### config.mk
export PLATFORM = sky130hd
export DESIGN_NAME = prog_timer_ext
export DESIGN_NICKNAME = d
export VERILOG_FILES = /design/src/rtl/timer_pkg.sv /design/src/rtl/timer_prescaler.sv /design/src/rtl/prog_timer_ext.sv
export SDC_FILE = /design/constraint.sdc
export NUM_CORES = 1
export LEC_CHECK = 0
export BUFFER_PORTS_ARGS = -buffer_cell sky130_fd_sc_hd__buf_2
export CORE_UTILIZATION = 32
export DETAILED_ROUTE_END_ITERATION = 8
export GPL_TIMING_DRIVEN = 0
export PLACE_DENSITY_LB_ADDON = 0.08
export SYNTH_ARGS = -nofsm -noshare
export SYNTH_HDL_FRONTEND = slang
export SYNTH_HIERARCHICAL = 1
export SYNTH_SLANG_ARGS = --single-unit
### constraint.sdc
create_clock -name clk -period 3.1 [get_ports clk]
set_input_delay 0.465 -clock clk [delete_from_list [all_inputs] [get_ports clk]]
set_output_delay 0.465 -clock clk [all_outputs]
set_load 0.01 [all_outputs]
### src/rtl/timer_pkg.sv
// Shared encodings and default sizes for the programmable down-counting timer.
// Imported by the prescaler and the timer top.
package timer_pkg;

  localparam int DEFAULT_WIDTH      = 24;
  localparam int DEFAULT_PRESCALE_W = 8;

  typedef enum logic {
    MODE_PERIODIC = 1'b0,
    MODE_ONESHOT  = 1'b1
  } mode_e;

  typedef enum logic {
    ST_IDLE = 1'b0,
    ST_RUN  = 1'b1
  } state_e;

endpackage : timer_pkg

### src/rtl/timer_prescaler.sv
// Clock prescaler: emits a one-cycle tick every (prescale+1) enabled clocks.
// The divide value is sampled on reload and each time the count wraps.
module timer_prescaler
  import timer_pkg::*;
#(
  parameter int PRESCALE_W = DEFAULT_PRESCALE_W
) (
  input  logic                  clk,
  input  logic                  reset,
  input  logic                  enable,
  input  logic                  reload,
  input  logic [PRESCALE_W-1:0] prescale,
  output logic                  tick
);

  logic [PRESCALE_W-1:0] count;

  // A reload restarts the division, so it masks any tick in the same cycle.
  assign tick = enable && !reload && (count == '0);

  // NOTE: sequential state uses non-blocking assignments so every register
  // samples the pre-edge values, independent of statement order.
  always_ff @(posedge clk or negedge reset) begin
    if (!reset) begin
      count <= '0;
    end else if (reload) begin
      count <= prescale;
    end else if (enable) begin
      if (count == '0) count <= prescale;
      else             count <= count - 1'b1;
    end
  end

endmodule : timer_prescaler

### src/rtl/prog_timer_ext.sv
// Programmable down-counting timer with prescaler, one-shot/periodic mode,
// start/stop control, zero pulse, toggle output and compare-driven PWM.
module prog_timer_ext
  import timer_pkg::*;
#(
  parameter int WIDTH      = DEFAULT_WIDTH,
  parameter int PRESCALE_W = DEFAULT_PRESCALE_W
) (
  input  logic                  clk,
  input  logic                  reset,
  input  logic                  enable,
  input  logic                  start,
  input  logic                  stop,
  input  logic                  mode,
  input  logic [WIDTH-1:0]      load_val,
  input  logic [PRESCALE_W-1:0] prescale,
  input  logic [WIDTH-1:0]      compare,
  output logic [WIDTH-1:0]      counter,
  output logic                  zero,
  output logic                  tp,
  output logic                  pwm,
  output logic                  busy
);

  localparam logic [WIDTH-1:0] CNT_ONE = WIDTH'(1);

  state_e state;
  logic   start_ok;
  logic   pre_enable;
  logic   tick;
  logic   reload_ok;

  // A start with a zero terminal count would never reach terminal count.
  assign start_ok   = start && !stop && (load_val != '0);
  assign pre_enable = (state == ST_RUN) && enable && !stop;
  assign reload_ok  = (mode_e'(mode) == MODE_PERIODIC) && (load_val != '0);

  timer_prescaler #(
    .PRESCALE_W(PRESCALE_W)
  ) u_prescaler (
    .clk     (clk),
    .reset   (reset),
    .enable  (pre_enable),
    .reload  (start_ok),
    .prescale(prescale),
    .tick    (tick)
  );

  // Priority: stop, then (re)start, then counting; a restart never pulses zero.
  always_ff @(posedge clk or negedge reset) begin
    if (!reset) begin
      state   <= ST_IDLE;
      counter <= '0;
      zero    <= 1'b0;
      tp      <= 1'b0;
    end else begin
      zero <= 1'b0;
      if (stop) begin
        state   <= ST_IDLE;
        counter <= '0;
      end else if (start_ok) begin
        state   <= ST_RUN;
        counter <= load_val;
      end else if (state == ST_RUN && enable && tick) begin
        if (counter == CNT_ONE) begin
          zero <= 1'b1;
          tp   <= ~tp;
          if (reload_ok) begin
            counter <= load_val;
          end else begin
            counter <= '0;
            state   <= ST_IDLE;
          end
        end else begin
          counter <= counter - CNT_ONE;
        end
      end
    end
  end

  assign busy = (state == ST_RUN);
  assign pwm  = busy && (counter <= compare);

endmodule : prog_timer_ext

==> qor.yml <==
outcome:
  status: "finished clean"
finish:
  antennaDiodeCount: 0
  fin_nets: 567
  seq_area_sq_um: 878
  fill_cells: 959
  stdcell_area_sq_mm: 0.00381
  multi_input_area_sq_mm: 0.00201
  instances_no_fill: 586
  drive_gt1_share_pct: 27.8
  syn_to_final_growth_pct: 27.2
  finish.utilization_pct: 42.9
placement:
  placedInstanceArea_sq_mm: 0.00358
  dp.final_hpwl_mm: 7.82
  dp_slack_ps: -992
  gp_congestion: 0.840
  place_inst: 573
  port_buffers: 89
flow_run:
  drv_cap: 0
floorplanning:
  die_y_microns: 98.8
  die-area_sq_mm: 0.00976
  die_x_microns: 98.8
  num_io_pins: 90
  core_area_sq_mm: 0.00889
  start_util_pct: 33.7
  std_cell_rows: 34
clocking:
  cts.htree.levels: 2
  path_clk_slew_ps: 80
  root_buffer: "clkbuf_8"
  cts_sinks: 35
  cts_buffer_depth: 2
  cts_tree: "yes"
  clk_latency_ps: 300
  ctsHoldBuffers: 0
  numCtsBuffers: 5
synth:
  synth_mux_area_share_pct: 0.334
  synthArstFlopShare_pct: 100
  synth-edff-count: 0
  synth_top_area_share_pct: 29.2
  yosysMostFrequentCell: "nand2_1"
  ys_ff_latch: 35
  ys.flop_type: "dfrtp_1"
  synthSimpleGateAreaFrac_pct: 28.0
  yosysTopAreaCell: "dfrtp_1"
  synth_compound_area_share_pct: 23.7
  synth_cell_types: 58
  synth.avg_cell_area_sq_um: 7.98
  ys_warn_count: 6
  synth_xor_area_share_pct: 0.584
  syn-num-nets: 466
  post_synth_fa_ha_maj_area_fraction_pct: 11.7
  ys_seq_area_share_pct: 29.2
  synth_common_cells: "44 x nand2_1, 35 x dfrtp_1, 31 x inv_1, 28 x ha_1, 28 x nor2_1"
  yosys-top-cells-area: "dfrtp_1 29%, ha_1 12%, nand2_1 5.5%"
  syn-cell-area_sq_mm: 0.00300
  synth_top_family_by_area: "simple AND/OR/NAND/NOR gates"
  syn_inst: 376
detailed_routing:
  ant_nets: 0
  drcViolationCount: 0
  detail_route.wl_per_cell_microns: 17.3
  routed_wl_mm: 10.1
  via_count: 3350
  viasPerCell: 5.72
  drtIter0Drc: 252
  dr.pass1.iters: 4
sta:
  slew_violations: 0
  fin_crit_ps: 3020
  setup_viol: 0
  holdWs_ps: 269
  rsz0062_at_grt: "yes"
  fin_ws_ps: 80.1
  fin_worst_skew_ps: 10.1
  hold_viol: 0
  fmax_mhz: 331
  min_period_over_period_pct: 97.4
  worstMarginPinSlew_ps: 1060
  slew_headroom_pct: 28.7
global_route:
  grt_use_total_pct: 21.6
  grt_max_degree: 36
  grt_pass1_vias: 3323
  gr-total-overflow: 0
  grt_pass1_wl_mm: 16.6
  antenna_found_initial: 0
worst_setup_path:
  endpoint_kind: "primary output"
  cp-start-kind: "flip-flop"
  crit_fanout: 9
  rr_endpoint: "counter[8]$_DFFE_PN0P_"
  worst-endpoint-required_ps: 2630
  crit-reg2reg-launch: "counter[20]$_DFFE_PN0P_"
  reg2reg_slack_ps: 160
  crit_type: "flip-flop to primary output"
  cp_data_arrival_time_ps: 2550
  ff2ff_path_depth: 7
power_and_ir_drop:
  vdd_drop_max_mv: 0.202
  powerDensity_mw_per_mm2: 355
  cellLeakagePower_nw: 1.83
hold_path:
  hold_class: "input port to async pin"
[through the flow]
stage	setup TNS [ps]	power, mW
2_1_floorplan	0	0.808
3_3_place_gp	-19580	0.959
3_5_place_dp	-20340	0.967
4_1_cts	0	1.35
5_1_grt	-147	1.45
6_report	0	1.35
[critical path, stage by stage (launching register included)]
cell and delay, ps:
dfrtp_2 470, ha_1 310, and3_1 160, nand2_1 130
nor4_4 300, nand4_1 190, or3_1 410, a21boi_1 130
buf_2 150
[cell usage in the layout (no fill, tap or decap), types with 4 or more instances in the layout]
cell type and count:
nor3_1 11, clkbuf_1 9, ha_1 28, buf_2 90
or3_1 4, clkbuf_8 7, nand3_1 17, nor4_1 9
o31ai_1 4, o211ai_1 12, nor2_1 27, dfrtp_1 33
inv_1 30, nand2_1 44, or4_1 4, o21ai_0 22
a21oi_1 21, nor4_2 4, buf_4 7, nand4_1 11
a32oi_1 11
[metal layers]
metal	share of wire (%)	up-vias	global-route usage, %
met3	6.5	14	3.55
met5	0	-	0
li1	-	1620	-
met4	1.3	0	7.46
met2	45	119	34.5
met1	47	1597	29.7
[sequential cells by signal, summed over array words and instances, names as in the netlist]
signal and cells:
counter 24, u_prescaler/count 8, tp 1, zero 1
busy 1
[cell families after synthesis]
family                     Yosys count
muxes                                1
and+or+nand+nor                    160
DFF                                 35
xor gates and xnor gates             2
AOI/OAI and AO/OA                  102
buffers and inverters               48
adders and majority gates           28
[final cells by class]
type | instances | area share (%)
Multi-Input combinational cell | 293 | 52.6
Sequential cell | 35 | 23.0
Timing Repair Buffer | 96 | 13.1
Tap cell | 108 | 3.54
Inverter | 31 | 3.05
Clock buffer | 8 | 2.62
Buffer | 15 | 2.10
[worst max path at each step]
stage	start	endpoint	slack [ps]	cells past startpoint
floorplan	load_val[5]	counter[20]$_DFFE_PN0P_	6	14
global placement	load_val[5]	counter[20]$_DFFE_PN0P_	-970	15
detailed placement	load_val[21]	counter[20]$_DFFE_PN0P_	-990	15
CTS	counter[19]$_DFFE_PN0P_	pwm	7	8
global route	counter[18]$_DFFE_PN0P_	pwm	-140	8
finish	counter[18]$_DFFE_PN0P_	pwm	80	8
[report_power, final]
group | switching [mW] | leakage (nW) | internal, mW
Sequential | 0.0716 | 0.455 | 0.497
Clock | 0.176 | 0.0515 | 0.203
Combinational | 0.234 | 1.33 | 0.172
[what timing repair did]
item	4_1_cts	5_1_grt
pin swaps	4	2
endpoints found under the setup margin	27	24
resized for setup	11	13
setup buffers	5	2
cloned	0	0
Power figures use the tool's default switching activity.
